$ cat config.mk
export PLATFORM = sky130hd
export DESIGN_NAME = maquina_senha
export DESIGN_NICKNAME = d
export VERILOG_FILES = /design/src/rtl/maquina_senha.sv
export SDC_FILE = /design/constraint.sdc
export NUM_CORES = 1
export LEC_CHECK = 0
export CAP_MARGIN = 40
export CORE_MARGIN = 10
export CORE_UTILIZATION = 40
export CTS_BUF_LIST = sky130_fd_sc_hd__clkbuf_8
export DETAILED_ROUTE_END_ITERATION = 8
export DONT_BUFFER_PORTS = 1
export PLACE_DENSITY = 0.58
export SLEW_MARGIN = 20
export SYNTH_ARGS = -nofsm -noshare
export SYNTH_HDL_FRONTEND = slang
export SYNTH_SLANG_ARGS = --single-unit
$ cat constraint.sdc
create_clock -name clk -period 2.4 [get_ports clk]
set_input_delay 0.6 -clock clk [delete_from_list [all_inputs] [get_ports clk]]
set_output_delay 0.6 -clock clk [all_outputs]
set_load 0.01 [all_outputs]
$ cat src/rtl/maquina_senha.sv
`timescale 1ns/1ps
// Purpose: digit-by-digit code lock with error counting, timed lockout and a seven-segment display.
// Latency: every output is decoded from flops and updates at the clk edge that accepts a digit.
// Backpressure: none; digits are taken on insere rising edges, and edges seen in lockout are dropped.
module maquina_senha #(
    parameter int                 DIGITOS         = 6,
    parameter int                 MAX_ERROS       = 1,
    parameter int                 BLOQUEIO_CICLOS = 16,
    parameter logic [4*DIGITOS-1:0] SENHA         = 24'h590981
) (
    input  logic                             clk,
    input  logic                             reset,
    input  logic                             insere,
    input  logic [3:0]                       numero,
    input  logic                             grava,
    input  logic [4*DIGITOS-1:0]             nova_senha,
    output logic                             LED,
    output logic                             aberto,
    output logic                             bloqueado,
    output logic [$clog2(MAX_ERROS+2)-1:0]   erros,
    output logic                             A,
    output logic                             B,
    output logic                             C,
    output logic                             D,
    output logic                             E,
    output logic                             F,
    output logic                             G
);

    localparam int IW = (DIGITOS > 1) ? $clog2(DIGITOS) : 1;
    localparam int TW = $clog2(BLOQUEIO_CICLOS + 1);
    localparam int EW = $clog2(MAX_ERROS + 2);

    localparam logic [IW-1:0] ULTIMO    = IW'(DIGITOS - 1);
    localparam logic [EW-1:0] ERR_MAX   = EW'(MAX_ERROS);
    localparam logic [EW-1:0] ERR_BLOQ  = EW'(MAX_ERROS + 1);
    localparam logic [TW-1:0] TIMER_INI = TW'(BLOQUEIO_CICLOS - 1);

    typedef enum logic [1:0] {
        ENTRADA  = 2'd0,
        ABERTO   = 2'd1,
        BLOQUEIO = 2'd2
    } estado_t;

    estado_t               estado, estado_n;
    logic [IW-1:0]         idx, idx_n;
    logic [EW-1:0]         erros_q, erros_n;
    logic [TW-1:0]         timer, timer_n;
    logic [4*DIGITOS-1:0]  senha_q, senha_n;
    logic [3:0]            digito, digito_n;
    logic                  insere_q;
    logic                  aceita;
    logic [4*DIGITOS-1:0]  senha_sh;
    logic [3:0]            nibble;
    logic [6:0]            seg;

    // Rising edge of insere; insere_q resets high so a level held through reset is not a digit.
    assign aceita   = insere & ~insere_q;
    // Expected digit: shift the code so nibble idx lands in the top position (MS nibble first).
    assign senha_sh = senha_q << {idx, 2'b00};
    assign nibble   = senha_sh[4*DIGITOS-1 -: 4];

    // State register.
    always_ff @(posedge clk or negedge reset) begin
        if (!reset) estado <= ENTRADA;
        else        estado <= estado_n;
    end

    // Datapath registers: edge detector, digit index, error count, lockout timer, code, display digit.
    always_ff @(posedge clk or negedge reset) begin
        if (!reset) begin
            insere_q <= 1'b1;
            idx      <= '0;
            erros_q  <= '0;
            timer    <= '0;
            senha_q  <= SENHA;
            digito   <= 4'h0;
        end else begin
            insere_q <= insere;
            idx      <= idx_n;
            erros_q  <= erros_n;
            timer    <= timer_n;
            senha_q  <= senha_n;
            digito   <= digito_n;
        end
    end

    // Next-state and datapath update for each state.
    always_comb begin
        estado_n = estado;
        idx_n    = idx;
        erros_n  = erros_q;
        timer_n  = timer;
        senha_n  = senha_q;
        digito_n = digito;
        case (estado)
            ENTRADA: begin
                if (aceita) begin
                    digito_n = numero;
                    if (numero == nibble) begin
                        if (idx == ULTIMO) begin
                            estado_n = ABERTO;
                            idx_n    = '0;
                        end else begin
                            idx_n = idx + 1'b1;
                        end
                    end else if (erros_q < ERR_MAX) begin
                        // Wrong digit within tolerance: retry the same position.
                        erros_n = erros_q + 1'b1;
                    end else begin
                        estado_n = BLOQUEIO;
                        erros_n  = ERR_BLOQ;
                        timer_n  = TIMER_INI;
                    end
                end
            end
            ABERTO: begin
                // A code load and an F digit in the same cycle both take effect.
                if (grava) senha_n = nova_senha;
                if (aceita) begin
                    digito_n = numero;
                    if (numero == 4'hF) begin
                        estado_n = ENTRADA;
                        idx_n    = '0;
                        erros_n  = '0;
                    end
                end
            end
            BLOQUEIO: begin
                if (timer == '0) begin
                    estado_n = ENTRADA;
                    idx_n    = '0;
                    erros_n  = '0;
                end else begin
                    timer_n = timer - 1'b1;
                end
            end
            default: begin
                estado_n = ENTRADA;
                idx_n    = '0;
                erros_n  = '0;
            end
        endcase
    end

    // Output decode from registered state: status flags and seven-segment glyph {A..G}.
    always_comb begin
        aberto    = (estado == ABERTO);
        bloqueado = (estado == BLOQUEIO);
        LED       = (erros_q != '0);
        erros     = erros_q;
        seg       = 7'b1111110;
        case (estado)
            ABERTO:   seg = 7'b1110111;
            BLOQUEIO: seg = 7'b1001111;
            default: begin
                case (digito)
                    4'h0: seg = 7'b1111110;
                    4'h1: seg = 7'b0110000;
                    4'h2: seg = 7'b1101101;
                    4'h3: seg = 7'b1111001;
                    4'h4: seg = 7'b0110011;
                    4'h5: seg = 7'b1011011;
                    4'h6: seg = 7'b1011111;
                    4'h7: seg = 7'b1110000;
                    4'h8: seg = 7'b1111111;
                    4'h9: seg = 7'b1111011;
                    4'hA: seg = 7'b1110111;
                    4'hB: seg = 7'b0011111;
                    4'hC: seg = 7'b1001110;
                    4'hD: seg = 7'b0111101;
                    4'hE: seg = 7'b1001111;
                    default: seg = 7'b1000111;
                endcase
            end
        endcase
        {A, B, C, D, E, F, G} = seg;
    end

endmodule

Word-level counts from Yosys, hierarchy flattened:

Memories as Yosys holds them, arrays and structs flattened.
Index checks and enable logic that the tools add are counted.

* register bits: 41
* memory bits (read-only): 112
* bits of input ports: 32
* memories: 1
* word-level logic and storage cells: 66
* output and inout bits: 12

Memories
* (no name shown): words 16, bits a word 7, read ports 1, clocked after memory_dff 0, write ports 0, RTL line 157 `case (digito)`

* order comparisons: 1
* equality and inequality tests: 15
* bitwise operators: 2
* add/sub/neg operators: 3
* reduce and logical (&&, ||, !) cells: 11
* mux-type cells: 25
* shift-type cells: 1

Operators by type and width (count)
* $shl 24x5->24: 1
* $mux 2: 10
* $mux 5: 4
* $mux 3: 6
* $reduce_and 5->1: 3
* $pmux 7 s2: 1
* $pmux 2 s3: 2
* $ne 2x2->1 const B: 5
* $pmux 5 s2: 1
* $pmux 3 s3: 1
* $ne 2x1->1 const B: 3
* $ne 3x3->1 const B: 2
* $reduce_and 6->1: 1
* $logic_not 5->1: 1
* $sub 5x1->5 const B: 1
* $eq 4x4->1: 1
* $eq 4x4->1 const B: 1
* $reduce_and 2->1: 2
* $reduce_bool 2->1: 2
* $add 3x1->3 const B: 1
* $eq 3x3->1 const B: 1
* $add 2x1->2 const B: 1
* $eq 2x1->1 const B: 1
* $eq 2x2->1 const B: 1
* other kinds (5): 5

Longest topological paths before layout:

* depth after elaboration: 5
* depth in mapped cells: 9
* depth with buffers taken out: 7

Worst setup path after synthesis:

Ideal clock, no wire load.

* path kind: reg2reg
* start point: register idx[0]
* end point: register idx[0]
* clock period less this slack: 2.287 ns
* path slack: 0.113 ns
* required time: 2.279 ns
* data arrival time: 2.166 ns
* library setup time: 0.121 ns
* cell stages (with the launch flop): 9
* path buffers: 2
* cell sequence: dfrtp_1 buf_6 mux2i_1 nor3_1 or4_4 a2111oi_4 buf_6 o21ai_1 a22o_1

* word-level cells in the longest chain between the ends: 5
* elaborated cells between the ends (all ways): 10
* those cells by class: add/sub: 1; eq/ne: 3; shift: 1; mux: 4; reduce/logical: 1

RTL lines
* start, declared: RTL line 46 `logic [IW-1:0] idx, idx_n;`
* start signal, assigned: RTL line 80 `idx <= idx_n;`
* branches (longest 5 deep; another with $shl 24x5->24)

Parallel ways; which one is timed is not known. The select of a mux whose other input is x is not followed.
A chain may end at the register's enable or synchronous reset.

Worst setup path in the final report:

* start point: register idx[0]
* end point: register timer[0]

* word-level cells in the longest chain between the ends: 4

RTL lines
* $shl 24x5->24: RTL line 60 `assign senha_sh = senha_q << {idx, 2'b00};`
* $eq 4x4->1: RTL line 100 `if (numero == nibble) begin`
* $ne 2x2->1 (no line)
* $reduce_and 5->1 (no line)
* end signal, assigned: RTL line 82 `timer <= timer_n;`
* end, declared: RTL line 48 `logic [TW-1:0] timer, timer_n;`

No other way between the ends.

==> impl_metrics.json <==
{
  "outcome": "completed",
  "multi_input_area_mm2": 0.00136,
  "layout_commonest_cell": "dfrtp_1",
  "fmax_mhz": 429,
  "cts_buffers": 5,
  "period_share_pct": 97.2,
  "end_kind": "flop",
  "gp_congestion": 0.789,
  "numClockSinks": 41,
  "core_area_mm2": 0.00599,
  "cts_tree": "done",
  "cts.clk_slew.worst_paths_ps": 90,
  "cts_root_buf": "clkbuf_8",
  "overflow": 0,
  "clk_path_buf_depth": 2,
  "rows": 28,
  "syn_inst": 234,
  "rsz0062_at_grt": "yes",
  "setup_ws_ps": 67.9,
  "worst_pin_slew_ps": 521,
  "routedWlPerCell_um": 16.9,
  "fin_worst_skew_ps": 11.8,
  "cp_max_fo": 7,
  "ys.flop_type": "dfrtp_1",
  "synth_cell_types": 52,
  "synth_area_per_cell_um2": 10.6,
  "area_growth_syn_to_layout_pct": 13.9,
  "antenna_left": 0,
  "drive_gt1_share_pct": 34.4,
  "insertedDiodeCount": 0,
  "num_vias": 1786,
  "drt-pass1-iter-count": 4,
  "dieWidth_um": 98.9,
  "register_area_mm2": 0.00104,
  "synth_edf_count": 0,
  "peakVddDrop_mv": 0.413,
  "drc": 0,
  "crit_type": "flop to flop",
  "slew-limit-headroom_pct": 64.8,
  "crit_arrival_ps": 2510,
  "htree_num_levels": 2,
  "power.density_mw_per_mm2": 986,
  "final_area_mm2": 0.00283,
  "grt_pass1_vias": 1748,
  "start_kind": "flop",
  "numPortBuffers": 0,
  "setup_viol": 0,
  "slew_violations": 0,
  "fin_util_pct": 47.3,
  "ios": 44,
  "cap_violations": 0,
  "period_needed_ps": 2330,
  "async_flop_share_pct": 100,
  "hold_violations": 0,
  "place_area_mm2": 0.00262,
  "drtIter0Drc": 91,
  "routed_wl_um": 5540,
  "grt_pass1_wl_um": 8960,
  "seq_area_frac_synth_pct": 41.7,
  "viasPerCell": 5.45,
  "hold_path_class": "input pin to asynchronous set/reset pin",
  "p_leak_nw": 1.27,
  "final_cell_mix": "dfrtp_1 (32), mux2_2 (31), nand2_1 (22), buf_4 (20), nor2_1 (17)",
  "ys_ff_latch": 41,
  "initial_core_util_pct": 41.5,
  "syn_area_mm2": 0.00249,
  "track_usage_pct": 11.1,
  "fillers": 565,
  "finish.net_count": 296,
  "clk-insertion-delay-late_ps": 300,
  "finalSetupTns_ps": 0,
  "antenna_found_initial": 0,
  "dp_slack_ps": -4.98,
  "critical_path_required_ps": 2580,
  "dp_hpwl_um": 3950,
  "grt_max_degree": 33,
  "fp.dieH_um": 98.9,
  "dieArea_mm2": 0.00977,
  "postSynthNetCount": 278,
  "synth_warnings": 0
}
[report_power, final]
| part | internal, W | total [W] | switching [W] |
|---|---|---|---|
| sequential | 0.000797 | 0.000981 | 0.000184 |
| clock | 0.000308 | 0.000555 | 0.000247 |
| combinational | 0.000585 | 0.00126 | 0.000673 |
| total | 0.00169 | 0.00279 | 0.00110 |
[cells in the mapped netlist, types with 3 or more instances]
master / n / area (µm²)
a221oi_1: 3 / 26.3
inv_1: 13 / 48.8
clkbuf_1: 5 / 18.8
nor2_1: 17 / 63.8
dfrtp_1: 32 / 801
a22o_1: 3 / 26.3
mux2i_1: 4 / 40.0
nand2_1: 22 / 82.6
buf_6: 3 / 33.8
nor2b_1: 5 / 31.3
o21ai_0: 11 / 55.1
nand2b_1: 4 / 25.0
nor3_1: 4 / 20.0
a2bb2oi_1: 4 / 35.0
nand3_1: 3 / 15.0
dfstp_2: 9 / 236
a21oi_1: 6 / 30.0
ha_1: 12 / 150
o211ai_1: 3 / 22.5
mux2_2: 31 / 349
[final timing paths]
check                           start          end  slack [ps]  cells past startpoint
max                            idx[0]     timer[0]          70                      8
min                             reset  senha_q[10]         120                      1
max reg2reg                    idx[0]     timer[0]          70                      8
min reg2reg                senha_q[4]   senha_q[4]         520                      1
max in group asynchronous       reset  senha_q[12]        2090                      1
min in group clk               insere     insere_q         290                      0
[layer usage]
metal	vias up	global-route usage (%)	part of all wire [%]
met5	-	0	0
met4	0	3.31	1.3
met3	6	4.54	6.7
met2	39	17.3	46
met1	862	13.7	46
li1	879	-	-
[critical path, stage by stage (launching register included)]
cell       delay (ps)
dfrtp_1           380
buf_4             160
mux2i_2           200
nor2_1             80
or4_4             500
a2111oi_4         350
buf_6             190
a21oi_2            80
mux2_2            290
[cell families after synthesis]
| group | Yosys count | share of synthesized area (%) |
|---|---|---|
| flops | 41 | 41.7 |
| simple gates | 66 | 12.9 |
| fa+ha+maj | 12 | 6.04 |
| buf+inv | 25 | 4.98 |
| xor+xnor | 2 | 0.704 |
| mux | 38 | 18.2 |
| compound gates | 50 | 15.5 |
[layout make-up]
class | instances | share of cell area, %
timing repair buffer | 23 | 6.58
inverter | 13 | 1.72
clock buffer | 5 | 2.43
multi-input combinational | 168 | 47.8
sequential | 41 | 36.6
tap | 75 | 3.31
clock inverter | 3 | 1.50
[timing repair]
item                       CTS  global route
setup buffers                2             4
setup endpoints to repair    3            11
hold endpoints to repair    32             0
resized for setup            2            11
hold buffers                 1             0
gates cloned                 0             1
pin swaps                    0             3
[stage by stage]
stage                     cells  hold WS, ps  total power, W
after detailed placement    312          306         0.00215
after global placement      312          306         0.00214
after CTS                   323          122         0.00276
after floorplan             234          304         0.00185
final                       328          117         0.00279
after global routing        328          110         0.00303
[registers in the layout, indices dropped and copies added (netlist names)]
register / count
senha_q: 24
digito: 4
erros: 2
timer: 5
estado: 2
idx: 3
insere_q: 1
Power figures use the tool's default switching activity.
